## config.mk

```make
export PLATFORM = sky130hd
export DESIGN_NAME = parity_frame_sequencer
export DESIGN_NICKNAME = d
export VERILOG_FILES = /design/src/rtl/parity_frame_sequencer.sv
export SDC_FILE = /design/constraint.sdc
export NUM_CORES = 1
export LEC_CHECK = 0
export ABC_AREA = 1
export CAP_MARGIN = 10
export CORE_MARGIN = 8
export CORE_UTILIZATION = 40
export CTS_CLUSTER_DIAMETER = 200
export DETAILED_ROUTE_END_ITERATION = 10
export PLACE_DENSITY = 0.69
export SYNTH_ARGS = -nofsm -noshare
export SYNTH_HDL_FRONTEND = slang
export SYNTH_SLANG_ARGS = --single-unit
export TNS_END_PERCENT = 20
```

## constraint.sdc

```tcl
create_clock -name clk_i -period 1.9 [get_ports clk_i]
set_input_delay 0.285 -clock clk_i [delete_from_list [all_inputs] [get_ports clk_i]]
set_output_delay 0.285 -clock clk_i [all_outputs]
set_load 0.02 [all_outputs]
```

## src/rtl/parity_frame_sequencer.sv

```systemverilog
// Tags each streamed word with its parity, accumulates frame parity, and appends a
// trailer beat carrying the word count and frame parity after every frame.
module parity_frame_sequencer #(
    parameter int DATA_W  = 16,
    parameter int MAX_LEN = 8
) (
    input  logic              clk_i,
    input  logic              rst_ni,
    input  logic              odd_mode_i,
    input  logic              s_valid_i,
    output logic              s_ready_o,
    input  logic [DATA_W-1:0] s_data_i,
    input  logic              s_last_i,
    output logic              m_valid_o,
    input  logic              m_ready_i,
    output logic [DATA_W-1:0] m_data_o,
    output logic              m_parity_o,
    output logic              m_trailer_o,
    output logic              overflow_o
);

    localparam int CNT_W = $clog2(MAX_LEN + 1);

    typedef enum logic [1:0] {IDLE, DATA, TRAILER} state_t;

    state_t           state;
    logic [CNT_W-1:0] cnt;
    logic             acc;
    logic             odd_latched;

    logic             out_free;
    logic             accept;
    logic             frame_start;
    logic             odd_eff;
    logic             word_par;
    logic             acc_next;
    logic [CNT_W-1:0] cnt_next;
    logic             at_max;

    assign out_free  = !m_valid_o || m_ready_i;
    assign s_ready_o = (state != TRAILER) && out_free;
    assign accept    = s_valid_i && s_ready_o;

    // The first word of a frame restarts count/parity and samples the parity mode.
    assign frame_start = (state == IDLE);
    assign odd_eff     = frame_start ? odd_mode_i : odd_latched;
    assign word_par    = ^s_data_i;
    assign acc_next    = (frame_start ? 1'b0 : acc) ^ word_par;
    assign cnt_next    = (frame_start ? '0 : cnt) + CNT_W'(1);
    assign at_max      = (cnt_next == CNT_W'(MAX_LEN));

    always_ff @(posedge clk_i or negedge rst_ni) begin
        if (!rst_ni) begin
            state       <= IDLE;
            cnt         <= '0;
            acc         <= 1'b0;
            odd_latched <= 1'b0;
            m_valid_o   <= 1'b0;
            m_data_o    <= '0;
            m_parity_o  <= 1'b0;
            m_trailer_o <= 1'b0;
            overflow_o  <= 1'b0;
        end else begin
            overflow_o <= 1'b0;
            case (state)
                IDLE, DATA: begin
                    if (accept) begin
                        m_valid_o   <= 1'b1;
                        m_data_o    <= s_data_i;
                        m_parity_o  <= word_par ^ odd_eff;
                        m_trailer_o <= 1'b0;
                        odd_latched <= odd_eff;
                        acc         <= acc_next;
                        cnt         <= cnt_next;
                        if (s_last_i || at_max) begin
                            state      <= TRAILER;
                            overflow_o <= !s_last_i;
                        end else begin
                            state <= DATA;
                        end
                    end else if (m_ready_i) begin
                        m_valid_o <= 1'b0;
                    end
                end
                TRAILER: begin
                    // Input is stalled here, so the trailer always follows the last data beat.
                    if (out_free) begin
                        m_valid_o   <= 1'b1;
                        m_data_o    <= DATA_W'(cnt);
                        m_parity_o  <= acc ^ odd_latched;
                        m_trailer_o <= 1'b1;
                        cnt         <= '0;
                        acc         <= 1'b0;
                        state       <= IDLE;
                    end
                end
                default: state <= IDLE;
            endcase
        end
    end

endmodule

```

==> results.txt <==
- Outcome: finished clean
* Int Pwr: about 1.8 mW
- The number of antenna diodes in the final layout is 0.
* Number of core rows: 23
- Setup slack on the critical path of the routed design comes to 237 ps.
* CP max stage delay: ~420 ps
- In this run the power density over the cells is between 1000 and 1500 nW/um^2.
- For this block, the initial DRC count from the detailed router was 56.
* Number of fillers in the final layout: about 400
* Number of global-route vias before repair: about 1,600
- Register bit total from synthesis: 28
- The number of hold buffers added after CTS was 0.
- Net count reported at finish: roughly 310
- Critical path, cell by cell: nor2_4 > inv_4 > nand2_2 > inv_2 > dlygate4sd2_1
* Max Freq: ~0.6 GHz
* Final-report hold violation count: 0
- The die is slightly above 80 um wide.
- For the worst setup path, the data required time is about 1600 ps.
- Using the TritonRoute via totals, the vias-per-cell ratio works out to approximately 4.6.
* Data arrival time at the worst-slack endpoint: between 1000 and 1500 ps
- Sequential group share of total power: 0.330
- Setup violations remaining at the end of the flow were counted as 0.
* Met2 WL post-DR: approximately 2.0 mm
- The share of total power dissipated in the clock network is 0.157.
- Count of nets left with antenna violations after detail routing: 0
* Met3 routed WL: 157 um
- Power after layout: 3.07 mW
- Maximum buffer depth of the clock tree: 2
* Multi-input combinational cell area: just over 800 sq um
* Kind of launch point of the worst setup path: flop
* Number of distinct standard cells referenced by the synthesized netlist: 27
- Combined buffer and inverter count along the critical path: 3
- Synth Cell Area: between 1500 and 2000 sq um
- Synth warnings: 0
- Area of the core: roughly 4100 sq um
- Pin count of the biggest net entering global routing: 29
- Count of vias placed by the detailed router: around 1,500
* Crit Path Category: reg -> out
- IR analysis of the VDD net gives a maximum drop of 0.536 mV.
* Non-filler cells in the finished layout: approximately 340
- The worst path in the final design needs a cycle of about 1700 ps, including I/O delays and setup.
* Gp weighted congestion: 0.727
* Metal1 wirelength: ~1.7 mm
- In the final layout, the share of cells above drive strength 1 is 0.111.
- At the later pin of the worst-skew pair, clock insertion delay measures 280 ps.
* Clock-pin slew on the worst setup and hold paths: roughly 100 ps
* Classification of the worst-slack hold path: in -> async
* Fraction of the yosys area taken by sequential cells: 0.412
- Post-synthesis net count: 262
* Number of pins with negative max-slew slack in the final report: 0
- Area added between synthesis and finish: 34.0%
* Pre-CTS WS: -8.58 ps
* Max-cap violations: 0
- Mean cell area of the mapped netlist: around 7.1 sq um
- The die is roughly 80 um tall.
* CTS buffer count: 3
- I/O Pins: 43
- Net switching power figure: between 1 and 1.5 mW
* Tightest Pin Transition: 369 ps
- Switching fraction of total power: 0.403
- Dividing the detail-routed wire length by the instance count gives approximately 12 um.
- Unrepaired setup endpoints after global routing: false
- The clock net in this run drives a total of 28 sinks.
- Relative contribution of combinational cells to total power: 0.513
* Root Buffer Master: clkbuf_8
- The floorplan step defined a die boundary enclosing around 6600 sq um.
- Number of remaining DRC errors: 0
- In the final layout, flip-flops and latches occupy around 700 sq um.
- Summed negative setup slack over all endpoints: 0 ps
* Maximum fanout along the worst path: 5
* Global router's overall resource usage: 0.132
- Hold Slack: about 370 ps
- Number of buffers added for setup after CTS: 0
* Global-route wire length before repair: slightly above 7 mm
- Detailed placer's ending HPWL: between 3 and 4 mm
- Layout Skew: approximately 1.7 ps
- IO buf count: 42
- Delay-heaviest family, CP: flip-flops
* Count of TritonRoute iterations in the first routing pass: 4
- Final worst path period share: 0.876
* Master of the slowest instance on the critical path: dfrtp_1
- Critical path capture point type: output pin
* Uppermost metal layer occupied by signal nets: met4
- Syn Inst Count: 240
* Number of instances in the placed design: 335
- The final layout contains routed wiring with a total length of 3.91 mm.
- Initial antenna violation count: 0
* Leakage power of the design: 1.17 nW
- Clock tree from TritonCTS: done
- Total number of H-tree levels: 1
- Remaining global-route overflow: 0
- Starting Density: 0.419
- Relative slew margins: 0.754
per-layer routing:
metal	GRT usage	up-vias
met5	0	-
met4	0.0571	0
met3	0.0210	4
met2	0.240	21
met1	0.149	689
li1	-	835
cells by family (layout without fill, tap and decap cells):
logic type / after synthesis / count (layout) / synth area share
AO/OA/AOI/OAI: 36 / 36 / 0.136
flip-flops: 28 / 28 / 0.412
XOR/XNOR: 3 / 3 / 0.0154
buffers and inverters: 44 / 93 / 0.114
AND/OR/NAND/NOR: 129 / 129 / 0.323
per-stage QoR:
stage | instance area (sq um) | utilization
final | 2280 | 0.562
after global routing | 2280 | 0.562
after CTS | 2280 | 0.562
after detailed placement | 2210 | 0.545
after global placement | 2210 | 0.545
after floorplan | 1700 | -
worst reg2reg max path: stages (launching register included):
cell     delay, ps
dfrtp_1        420
nor2_4         210
inv_4           50
buf_4          160
nor2_2         220
nor2_8          90
inv_4          160
nor2_1          70
a31oi_2        130
placed cells by master, fill, tap and decap left out:
cell,synthesis,final
nor2_4,2,2
xnor2_1,2,2
a21oi_2,1,1
inv_1,36,36
o21ai_1,3,3
a21oi_1,4,4
dfrtp_1,28,28
bufinv_16,0,1
buf_12,0,1
nor4_1,1,1
nand2_1,94,94
nor2_1,19,19
nor2_2,3,3
clkbuf_8,0,3
a31oi_2,3,3
clkdlybuf4s50_1,0,41
o21ai_2,3,3
o21ai_0,19,19
inv_4,2,2
nor2_8,1,1
nand3_2,1,1
inv_2,2,2
o22ai_2,1,1
o21bai_1,1,1
buf_4,0,6
xor2_1,1,1
nand3_1,6,6
nand2_2,1,1
o221ai_1,1,1
dlygate4sd2_1,0,1
nand2_4,1,1
power groups by stage:
stage	clock network, mW	logic, mW	registers (mW)
after floorplan	0	0.687	1.26
after global placement	0	1.59	1.02
after detailed placement	0	1.61	1.02
after CTS	0.491	1.61	1.01
after global routing	0.521	1.73	1.05
final	0.481	1.57	1.01
sequential cells by signal, indices dropped and copies added (netlist names):
| register | cells |
|---|---|
| m_data_o | 16 |
| state | 2 |
| acc | 1 |
| overflow_o | 1 |
| m_parity_o | 1 |
| m_trailer_o | 1 |
| odd_latched | 1 |
| m_valid_o | 1 |
| cnt | 4 |
worst paths after layout:
kind                          endpoint  cells after the start  slack, ps     start
max                          s_ready_o                      5        240  state[0]
min                        m_data_o[7]                      2        370    rst_ni
max reg2reg                m_data_o[0]                      8        330  state[0]
min reg2reg                 overflow_o                      1        470    cnt[3]
max in group asynchronous   overflow_o                      2       1250    rst_ni
min in group clk_i          overflow_o                      1        470    cnt[3]
final cells by class:
class / instances / share of cell area
clock buffers: 3 / 0.0181
repair buffers: 49 / 0.212
clock inverters: 1 / 0.0132
multi-input cells: 168 / 0.354
flip-flops and latches: 28 / 0.307
inverters: 40 / 0.0680
well taps: 50 / 0.0274
cells in the mapped netlist:
master	n	area share
a21oi_1	4	0.012
a21oi_2	1	0.0051
a31oi_2	3	0.022
buf_2	1	0.0029
buf_6	3	0.020
dfrtp_1	28	0.41
inv_1	36	0.079
inv_2	2	0.0044
inv_4	2	0.0074
nand2_1	94	0.21
nand2_2	1	0.0037
nand2_4	1	0.0066
nand3_1	6	0.018
nand3_2	1	0.0059
nor2_1	19	0.042
nor2_2	3	0.011
nor2_4	2	0.013
nor2_8	1	0.012
nor4_1	1	0.0037
o21ai_0	19	0.056
o21ai_1	3	0.0088
o21ai_2	3	0.015
o21bai_1	1	0.0044
o221ai_1	1	0.0051
o22ai_2	1	0.0074
xnor2_1	2	0.010
xor2_1	1	0.0051
repair_timing:
action	4_1_cts	5_1_grt
hold endpoints to repair	0	0
resized for setup	1	0
setup endpoints to repair	1	0
(Power assumes the default switching activity.)
